$ cat src/rtl/foo_z_window_counter.sv
// rtl/foo_z_window_counter.sv - windowed rising-edge counter on foo z output (optional FOO_Z_GLITCH_FILTER_EN)
module foo_z_window_counter #(
    parameter int WINDOW = 256,
    parameter int CNT_W  = 16
) (
    input  logic             clk,
    input  logic             rst_n,
    input  logic             z,
    input  logic             enable,
    output logic             out_valid,
    input  logic             out_ready,
    output logic [CNT_W-1:0] out_count,
    output logic             out_overflow,
    output logic             out_lost
);

    localparam int               WIN_W    = (WINDOW > 2) ? $clog2(WINDOW) : 1;
    localparam logic [WIN_W-1:0] WIN_LAST = WIN_W'(WINDOW - 1);
    localparam logic [CNT_W-1:0] CNT_MAX  = '1;

    typedef enum logic {
        S_IDLE  = 1'b0,
        S_COUNT = 1'b1
    } state_t;

    state_t           r_state;
    state_t           w_state_next;
    logic             r_z_s;
    logic             r_z_prev;
    logic             w_z_det;
    logic             w_edge;
    logic [WIN_W-1:0] r_win_cnt;
    logic [CNT_W-1:0] r_edge_cnt;
    logic             r_ovf;
    logic [CNT_W-1:0] w_cnt_next;
    logic             w_ovf_next;
    logic             w_win_end;

    // Input sampling runs in every state so edge history survives IDLE
    always_ff @(posedge clk or negedge rst_n) begin
        if (!rst_n) begin
            r_z_s    <= 1'b0;
            r_z_prev <= 1'b0;
        end else begin
            r_z_s    <= z;
            r_z_prev <= w_z_det;
        end
    end

`ifdef FOO_Z_GLITCH_FILTER_EN
    logic r_z_f;

    // Filtered level follows z_s only once the incoming sample matches the held one
    always_ff @(posedge clk or negedge rst_n) begin
        if (!rst_n) begin
            r_z_f <= 1'b0;
        end else if (z == r_z_s) begin
            r_z_f <= r_z_s;
        end
    end

    assign w_z_det = r_z_f;
`else
    assign w_z_det = r_z_s;
`endif

    assign w_edge     = w_z_det & ~r_z_prev;
    assign w_win_end  = (r_state == S_COUNT) && (r_win_cnt == WIN_LAST);
    assign w_cnt_next = (w_edge && (r_edge_cnt != CNT_MAX)) ? r_edge_cnt + 1'b1 : r_edge_cnt;
    assign w_ovf_next = r_ovf | (w_edge && (r_edge_cnt == CNT_MAX));

    // State register
    always_ff @(posedge clk or negedge rst_n) begin
        if (!rst_n) begin
            r_state <= S_IDLE;
        end else begin
            r_state <= w_state_next;
        end
    end

    // Next state: counting follows enable; a window end with enable low also lands in IDLE
    always_comb begin
        w_state_next = r_state;
        case (r_state)
            S_IDLE:  if (enable)  w_state_next = S_COUNT;
            S_COUNT: if (!enable) w_state_next = S_IDLE;
            default: w_state_next = S_IDLE;
        endcase
    end

    // Window counters, result register and lost flag
    always_ff @(posedge clk or negedge rst_n) begin
        if (!rst_n) begin
            r_win_cnt    <= '0;
            r_edge_cnt   <= '0;
            r_ovf        <= 1'b0;
            out_valid    <= 1'b0;
            out_count    <= '0;
            out_overflow <= 1'b0;
            out_lost     <= 1'b0;
        end else begin
            if (r_state == S_IDLE) begin
                if (enable) begin
                    r_win_cnt  <= '0;
                    r_edge_cnt <= '0;
                    r_ovf      <= 1'b0;
                    out_lost   <= 1'b0;
                end
            end else if (w_win_end || !enable) begin
                r_win_cnt  <= '0;
                r_edge_cnt <= '0;
                r_ovf      <= 1'b0;
            end else begin
                r_win_cnt  <= r_win_cnt + 1'b1;
                r_edge_cnt <= w_cnt_next;
                r_ovf      <= w_ovf_next;
            end

            if (w_win_end) begin
                if (!out_valid || out_ready) begin
                    out_valid    <= 1'b1;
                    out_count    <= w_cnt_next;
                    out_overflow <= w_ovf_next;
                end else begin
                    out_lost <= 1'b1;
                end
            end else if (out_valid && out_ready) begin
                out_valid <= 1'b0;
            end
        end
    end

endmodule
$ cat config.mk
export PLATFORM = sky130hd
export DESIGN_NAME = foo_z_window_counter
export DESIGN_NICKNAME = d
export VERILOG_FILES = /design/src/rtl/foo_z_window_counter.sv
export SDC_FILE = /design/constraint.sdc
export NUM_CORES = 1
export LEC_CHECK = 0
export CORE_MARGIN = 5
export CORE_UTILIZATION = 40
export DETAILED_ROUTE_END_ITERATION = 10
export PLACE_DENSITY_LB_ADDON = 0.1
export SLEW_MARGIN = 20
export SYNTH_ARGS = -nofsm -noshare
export SYNTH_HDL_FRONTEND = slang
export SYNTH_SLANG_ARGS = --single-unit
$ cat constraint.sdc
create_clock -name clk -period 5.7 [get_ports clk]
set_input_delay 1.425 -clock clk [delete_from_list [all_inputs] [get_ports clk]]
set_output_delay 1.425 -clock clk [all_outputs]
set_load 0.01 [all_outputs]
==> run summary <==
• finished, final reports clean — outcome
• 28 — count of standard-cell rows
• 23 — IO Port Bufs
• 14.30% — layout-stage area growth over the synthesis result
• 0.007963 mm² — die footprint
• 16 — top fanout value on the critical path
• clkdlybuf4s50_1 -> nor2b_1 -> nand4b_1 -> or4_1 -> nand3_1 — critical path cell sequence
• 1949 — via count of the first global-routing pass
• 284 — syn nets
• or4_1 — highest-delay cell along the critical path
• 3.120 ns — final critical path time including I/O delays and setup
• 0.6170 mW — Power, Total
• 46.84% — area fraction of the dominant cell type after synthesis
• 0.006026 mm² — area of the core
• 45 — count of cell types in the netlist
• dfrtp_1 — leading register cell type out of synthesis
• clkbuf_8 — clock root buffer master
• 100.0% — post-synthesis async set-or-reset flop share
• 3.37 ns — Crit path arrival time
• r_win_cnt[0] — Critical R2R Launch
• 0 — number of antenna violations at the first check in global routing
• 0 — number of enable flip-flop cells after synthesis
• 0.1851 mV — Max VDD drop
• 2.239 ns — worst slack after detailed placement
• 0 — Antenna diodes
• 0 — CTS resizes
• reg2reg — Worst Hold Class
• 0 — post-route ant nets
• input port — critical path launch point type
• 89.24 µm — vertical die dimension
• 0 — synth warn
• 47 — Synth Register Bits
• 1.120 nW — standby leakage power
• 277 — synthesized netlist cell count
• 215.0 mW/mm² — Pwr per Cell Area
• out_ready — startpoint of the worst setup timing path
• 296 — final net count
• 0 — # setup viols final
• 1.019 ns — worst-margin pin slew
• 5944 µm — total detailed-routing wirelength
• 30.98% — headroom to the max-slew limit
• 9.066 µm² — mean instance size in the synthesized netlist
• 48 — pin count of the biggest net entering global routing
• 0 — count of maximum capacitance violations
• 577 — Fillers
• dfrtp_1 — cell with the most instances after synthesis
• dfrtp_1, a31oi_1, o21ai_0, nand2_1, nand4_1 — top cells by area, synth
• 16.28 µm — average wire per cell in the routed design
• 16.58% — global router's overall resource usage
• in2reg — startpoint-to-endpoint class of the critical path
• 5.95 ns — worst path required time
• r_z_s — Hold Crit Start
• 0.7701 — final weighted congestion in routability-driven placement
• 0 ns — setup tns final
• 0 — number of hold violations in the final report
• 24 — I/O pin count
• 2162 — Vias
• 5 — Inserted Clock Buffers
• 3867 µm — final HPWL from detailed placement
• 89.24 µm — horizontal die dimension
• 0.006415 ns — Worst Clk Skew
• 2 — H-tree Lvls
• 0.002511 mm² — post-synth design cell area
• 2 — Max clock buf depth
• 2.580 ns — Worst Slack Setup Final
• 133 — violation count after the first detailed-route iteration
• 0 — overflow left after global routing
• 47 — number of clock sinks seen by CTS
• no — RSZ-0062 raised after global routing
• 0.09 ns — register clock-pin slew on the reported worst setup and hold paths
• 6.207% — layout cells sized above 1
• 0 — final number of max-transition violations
• done — clock tree from TritonCTS
• 5.923 — ratio of routed vias to standard cells
• 41.67% — starting density of the core
• 0.31 ns — Clock Latency Late Sink
• 4 — drt pass-1 iters
• dfrtp_1 — most area-hungry cell type in the Yosys netlist
• dfrtp_1, nand2_1, o21ai_0 — leading cell types by count after synthesis
• flop — nature of the critical path endpoint
• 10090 µm — wire length of the first global-routing pass
• 0 — count of hold buffers inserted by post-cts repair
• 46.84% — sequential element share of the synthesized area
• 0 — number of post-CTS setup repair buffers
• 320.6 MHz — Fmax achieved
• 54.73% — Tcrit/Tclk final
• 0 — DRC violations left
• 0.70 ns — CP max stage delay
-- cell families (layout without fill, tap and decap cells) --
logic type | count (synthesis) | after routing | synth area share (%)
AOI/OAI and AO/OA | 90 | 90 | 22.97
xor gates and xnor gates | 2 | 2 | 0.6977
adders and majority gates | 2 | 2 | 0.9964
buffers and inverters | 26 | 39 | 4.434
DFF | 47 | 47 | 46.84
muxes | 1 | 1 | 0.3986
and+or+nand+nor | 109 | 109 | 23.67
-- worst paths after layout --
path	slack (ns)	end	cells after the start
hold / removal	0.43	r_z_prev	0
min in group asynchronous	1.18	out_count[15]	2
setup / recovery	2.58	out_count[3]	5
hold reg to reg	0.43	r_z_prev	0
max in group asynchronous	4.07	r_win_cnt[7]	2
setup reg to reg	3.30	out_count[3]	5
-- state kept, by name, summed over array words and instances, names as in the netlist --
register,flops
r_z_prev,1
out_valid,1
r_edge_cnt,16
out_count,16
out_lost,1
r_win_cnt,8
r_state,1
r_ovf,1
out_overflow,1
r_z_s,1
-- placed cells by master, fill, tap and decap left out, types with 3 or more instances in the layout --
cell             netlist  routed
nand4_1               11      11
o211ai_1               5       5
o31ai_1                4       4
clkdlybuf4s50_1        0      22
o21ai_0               27      27
a41oi_1                3       3
or4_1                  8       8
a21oi_1               11      10
nor4_1                 4       3
nand2_1               27      27
nor3_1                 7       7
inv_1                  5       5
nor2_1                14      14
and3_1                 4       4
buf_4                  2       3
nand3_1               10      10
dfrtp_1               47      47
a21o_1                 4       4
clkbuf_8               0       7
and4_1                 3       3
or3_1                  7       7
a31oi_1               23      23
-- where the power goes --
part           internal [mW]  total [mW]  switching, mW
clock                  0.111       0.228          0.117
combinational         0.0129      0.0388         0.0259
sequential             0.340       0.350         0.0103
total                  0.463       0.617          0.154
-- through the flow --
stage | hold slack (ns) | util [%] | std cells | area (µm²)
2_1_floorplan | 0.3882 | - | 277 | 2511
3_3_place_gp | 0.4029 | 45.97 | 357 | 2770
3_5_place_dp | 0.4110 | 45.97 | 357 | 2770
4_1_cts | 0.4313 | 47.63 | 365 | 2870
5_1_grt | 0.4705 | 47.63 | 365 | 2870
6_report | 0.4278 | 47.63 | 365 | 2870
-- final cells by class --
type                       instances  area, µm²  share of cell area (%)
tap                               75      93.84                   3.269
sequential                        47       1176                   40.98
clock buffer                       8      100.1                   3.487
multi-input combinational        204       1234                   42.98
timing repair buffer              26      247.7                   8.631
inverter                           5      18.77                  0.6539
-- worst max-delay path: cells and delay by family --
kind	cells	cell delay, ns
buffers and inverters	1	0.46
AND/OR/NAND/NOR	4	1.48
-- layer usage --
| metal | wire, µm | track usage (%) |
|---|---|---|
| met5 | 0 | 0 |
| met1 | 2952 | 23.83 |
| met4 | 95 | 6.089 |
| met3 | 218 | 2.949 |
| met2 | 2677 | 24.98 |
Power figures use the tool's default switching activity.
==> patch 1: new RTL, config.mk and constraints unchanged <==
Set the parameter `WINDOW` to 512 (it was 256).
--- a/src/rtl/foo_z_window_counter.sv
+++ b/src/rtl/foo_z_window_counter.sv
@@ -1,6 +1,6 @@
 // rtl/foo_z_window_counter.sv - windowed rising-edge counter on foo z output (optional FOO_Z_GLITCH_FILTER_EN)
 module foo_z_window_counter #(
-    parameter int WINDOW = 256,
+    parameter int WINDOW = 512,
     parameter int CNT_W  = 16
 ) (
     input  logic             clk,
Formal check against the unedited RTL: same outputs for any inputs over 10 cycles, from zero or initial values and one cycle with rst_n low; that may be too few to reach the edited logic, so the function may still have changed.
==> patch 1 against the unedited design <==
- worst setup slack gained 0.00096 ns
- total power decreased by 0.60%
- non-clock buffer count decreased by 2
- wire length grew 6.9%
- sequential cell count up 1
- via count grew 2.5%
- critical endpoint is now r_win_cnt[5]
- critical path type unchanged
- largest cell class unchanged
- synthesized area grew 3.2%
- highest routed layer unchanged
- final cell count grew 2.5%
- sequential share of layout area grew 0.15 points
- cell area increased by 1.7%
==> patch 1: results (changes against the unedited design) <==
Status: finished clean (unchanged)
FF-to-FF End: r_win_cnt[5] (was out_count[3])
Worst Skew: 0.00683 ns (was 0.00642 ns)
Post-placement cell count: 366 (was 357)
Multi-input gate share of total cell area: 43.9% (was 43.0%)
Lkg Pwr: 1.17 nW (was 1.12 nW)
Via count: 2215 (was 2162)
Layout fillers: 638 (was 577)
Worst path arrival time: 3.34 ns (was 3.37 ns)
F_max: 0.321 GHz (about the same)
GP Congestion: 0.827 (was 0.770)
Synth Area in Compound Gates: 22.5% (was 23.0%)
Area contributors post-synth: dfrtp_1 46%, o21ai_0 5.6%, nand2_1 4.6% (was dfrtp_1 47%, a31oi_1 5.7%, o21ai_0 5.4%)
HPWL after detailed placement: 4130 um (was 3870 um)
Final Util: 46.3% (was 47.6%)
Fraction of area in registers: 41.1% (was 41.0%)
R2r worst-path depth: 8 (was 5)
Total global-route track usage: 16.5% (was 16.6%)
Nets@finish: 304 (was 296)
Largest net degree at the start of global routing: 49 (was 48)
#FFs+latches synth: 48 (was 47)
VDD IR max: 0.000118 V (was 0.000185 V)
Clk tree area frac: 3.17% (was 3.49%)
Post-synthesis sequential area ratio: 46.4% (was 46.8%)
Met3 WL: 316 um (was 218 um)
Top cells by count, synth: 48 x dfrtp_1, 32 x nand2_1, 29 x o21ai_0 (was 47 x dfrtp_1, 27 x nand2_1, 27 x o21ai_0)
Biggest regs: out_count: 16 flops, r_edge_cnt: 16 flops, r_win_cnt: 9 flops (was out_count: 16 flops, r_edge_cnt: 16 flops, r_win_cnt: 8 flops)
Adder-cell area share of the yosys netlist: 1.45% (was 0.997%)
Crit-path max FO: 29 (was 16)
Met1 Track Usage GR: 23.0% (was 23.8%)
Xor and xnor area share after synthesis: 1.01% (was 0.698%)
Worst slack at placement: 2.27 ns (was 2.24 ns)
Worst Tran Pin Value: 1.04 ns (was 1.02 ns)
Slack of the worst reg-to-reg path: 2.95 ns (was 3.30 ns)
Non-clock buffer share: 7.97% (was 8.63%)
WL/cell: 17.0 um (was 16.3 um)
Number of DRC markers in iteration 0: 168 (was 133)
Drt via density: 5.92 (about the same)
Fraction of layout cells with a size suffix above 1: 6.73% (was 6.21%)
Syn_area_per_cell: 9.06 um2 (was 9.07 um2)
Met2 routed WL: 2860 um (was 2680 um)
Nonclk inv count: 4 (was 5)
Crit. Startpoint: enable (was out_ready)
Multi-input logic area: 0.00128 mm2 (was 0.00123 mm2)
Met2 usage: 26.2% (was 25.0%)
patch 1: cell count changes in the layout (fill, tap and decap cells not counted), sizes merged, moves of 3 or more:
| cell | delta |
|---|---|
| a211oi | +3 |
| a21o | -3 |
| a21oi | +7 |
| a31oi | -11 |
| and3 | +5 |
| nand2 | +5 |
| o31ai | +5 |
| or3 | -3 |
| or4 | -5 |
| xor2 | +3 |
patch 1: worst max-delay path, stage by stage:
cell             delay, ns
clkdlybuf4s50_1       0.56
and3b_1               0.89
and2_1                0.27
nand2_1               0.06
o21ai_0               0.14
patch 1: cell families after synthesis:
| family | after synthesis |
|---|---|
| flip-flops | 48 |
| XOR/XNOR | 3 |
| adder cells (fa/ha/maj) | 3 |
| multiplexers | 1 |
| AND/OR/NAND/NOR | 114 |
| buffers and inverters | 25 |
| AO/OA/AOI/OAI | 92 |
patch 1: power breakdown:
part           leakage [nW]  switching, mW  internal [mW]
combinational         0.481         0.0252         0.0127
sequential            0.635         0.0141          0.346
clock                0.0510          0.118         0.0971
total                  1.17          0.157          0.456
==> patch 2: new RTL, config.mk and constraints unchanged <==
Made on the original files. Put one more register stage on the output `out_count`, with the module's reset. The value now appears one clock later. The other outputs are not delayed to match.
--- a/src/rtl/foo_z_window_counter.sv
+++ b/src/rtl/foo_z_window_counter.sv
@@ -22,6 +22,8 @@
         S_IDLE  = 1'b0,
         S_COUNT = 1'b1
     } state_t;
+
+    logic [CNT_W-1:0] out_count_s0;
 
     state_t           r_state;
     state_t           w_state_next;
@@ -95,7 +97,7 @@
             r_edge_cnt   <= '0;
             r_ovf        <= 1'b0;
             out_valid    <= 1'b0;
-            out_count    <= '0;
+            out_count_s0 <= '0;
             out_overflow <= 1'b0;
             out_lost     <= 1'b0;
         end else begin
@@ -119,7 +121,7 @@
             if (w_win_end) begin
                 if (!out_valid || out_ready) begin
                     out_valid    <= 1'b1;
-                    out_count    <= w_cnt_next;
+                    out_count_s0 <= w_cnt_next;
                     out_overflow <= w_ovf_next;
                 end else begin
                     out_lost <= 1'b1;
@@ -130,4 +132,12 @@
         end
     end
 
+    always_ff @(posedge clk or negedge rst_n) begin
+        if (!rst_n) begin
+            out_count <= '0;
+        end else begin
+            out_count <= out_count_s0;
+        end
+    end
+
 endmodule
Check against the original RTL: same outputs for any inputs over 10 cycles, from zero or initial values and one cycle with rst_n low; that may be too few to reach the edited logic, so the function may still have changed.
==> patch 2 against the unedited design <==
- register-to-register slack gained 0.07 ns
- first-iteration DRC count is 20% lower
- worst setup slack better by 0.28 ns
- cell area grew 22%
- wire length rose by 1.3%
- synthesized cell count up 3.6%
- combinational power down 20%
- synthesized area rose by 19%
- critical endpoint is now r_edge_cnt[14]
- total power grew 44%
- non-clock buffer count rose by 1
- die area increased by 17%
- sequential cell count is 16 higher
- count of clock-buffer cells in the layout up 6
==> patch 2: results (changes against the unedited design) <==
Status: finished clean (unchanged)
Post-CTS setup buffer count: 0 (unchanged)
Crit-path max FO: 18 (was 16)
Slew HR: 45.9% (was 31.0%)
Crit. Startpoint: enable (was out_ready)
Non-Filler Instances: 414 (was 365)
Syn nets: 294 (was 284)
GP Congestion: 0.828 (was 0.770)
Area contributors post-synth: dfrtp_1 53%, a31oi_1 4.0%, nand3_1 3.5% (was dfrtp_1 47%, a31oi_1 5.7%, o21ai_0 5.4%)
Worst-Skew Late Latency: 0.33 ns (was 0.31 ns)
Pins over their slew limit: 0 (unchanged)
Initial antenna violation count: 0 (unchanged)
Hold Startpoint: out_count_s0[7] (was r_z_s)
Via count: 2314 (was 2162)
Class of the worst hold path: register to register (unchanged)
Nets@finish: 317 (was 296)
Worst Skew: 0.0117 ns (was 0.00642 ns)
HPWL after detailed placement: 3980 um (was 3870 um)
Max Root-Sink Buffers: 2 (unchanged)
Biggest regs: out_count: 16 flops, out_count_s0: 16 flops, r_edge_cnt: 16 flops (was out_count: 16 flops, r_edge_cnt: 16 flops, r_win_cnt: 8 flops)
Post-synthesis sequential area ratio: 52.6% (was 46.8%)
Post-placement cell count: 398 (was 357)
Ys async rst share: 100% (unchanged)
Post-synth top flop: dfrtp_1 (unchanged)
Number of DRC markers in iteration 0: 107 (was 133)
Total global-route track usage: 14.8% (was 16.6%)
Slowest stage delay, CP: 0.55 ns (was 0.70 ns)
Worst-path clk slew: 0.07 ns (was 0.09 ns)
Worst path arrival time: 3.11 ns (was 3.37 ns)
Slowest-stage cell, CP: clkdlybuf4s50_1 (was or4_1)
Lkg Pwr: 1.35 nW (was 1.12 nW)
Cell variety after synth: 51 (was 45)
Fraction of layout cells with a size suffix above 1: 10.2% (was 6.21%)
Top cells by count, synth: 63 x dfrtp_1, 24 x nand2_1, 21 x nand3_1 (was 47 x dfrtp_1, 27 x nand2_1, 27 x o21ai_0)
Number of buffers created by CTS: 9 (was 5)
Max H-tree Level: 3 (was 2)
Critical R2R Launch: r_edge_cnt[0] (was r_win_cnt[0])
VDD IR max: 0.0000990 V (was 0.000185 V)
Number of global-route vias before repair: 2192 (was 1949)
Drt total wl: 6020 um (was 5940 um)
Net Sw Power: 0.187 mW (was 0.154 mW)
Syn_area_per_cell: 10.4 um2 (was 9.07 um2)
Largest net degree at the start of global routing: 64 (was 48)
First-pass GRT wire length: 10600 um (was 10100 um)
## patch 2: cell type report
type,count,area (um2)
multi-input combinational,205,1330
clock buffer,14,173
clock inverter,2,37.5
sequential,63,1580
timing repair buffer,27,255
inverter,4,15.0
tap,99,124
fill,688,3740
## patch 2: layer usage
layer | GRT usage (%) | vias up | wire (um)
met3 | 2.94 | 8 | 232
met1 | 20.3 | 1120 | 2960
li1 | - | 1141 | -
met4 | 8.18 | 0 | 122
met2 | 21.7 | 45 | 2700
met5 | 0 | - | 0
## patch 2: power groups by stage
stage	logic [mW]	clock network, mW	registers [mW]
global route	0.0360	0.436	0.453
detailed placement	0.0321	0	0.461
CTS	0.0322	0.415	0.453
global placement	0.0316	0	0.461
floorplan	0.0147	0	0.461
finish	0.0309	0.401	0.453
## patch 2: worst max-delay path, delay by kind of cell
kind / cells / cell delay (ns)
and+or+nand+nor: 3 / 0.75
buffers and inverters: 2 / 0.75
AOI/OAI and AO/OA: 1 / 0.18
## patch 2: per-stage QoR
step           setup slack, ns  cell area, um2  power, mW
2_1_floorplan             3.16            3000      0.475
3_3_place_gp              2.56            3300      0.493
3_5_place_dp              2.52            3300      0.493
4_1_cts                   2.87            3510      0.900
5_1_grt                   2.69            3510      0.925
6_report                  2.86            3510      0.885
## patch 2: kinds of logic after synthesis
logic type      after synthesis  synth area share (%)
buf+inv                      19                  3.13
fa+ha+maj                     2                 0.835
flops                        63                  52.6
compound gates               82                  19.3
simple gates                115                  22.3
mux                           2                 0.710
xor+xnor                      4                  1.17
## patch 2: final timing paths
| kind | endpoint | slack, ns | cells past startpoint |
|---|---|---|---|
| worst max-delay path | r_edge_cnt[14] | 2.86 | 6 |
| worst min-delay path | out_count[7] | 0.38 | 0 |
| worst max register to register | out_count_s0[7] | 3.37 | 5 |
| worst min register to register | out_count[7] | 0.38 | 0 |
| max in group asynchronous | r_ovf | 3.92 | 2 |
| min in group asynchronous | out_count[15] | 1.23 | 2 |
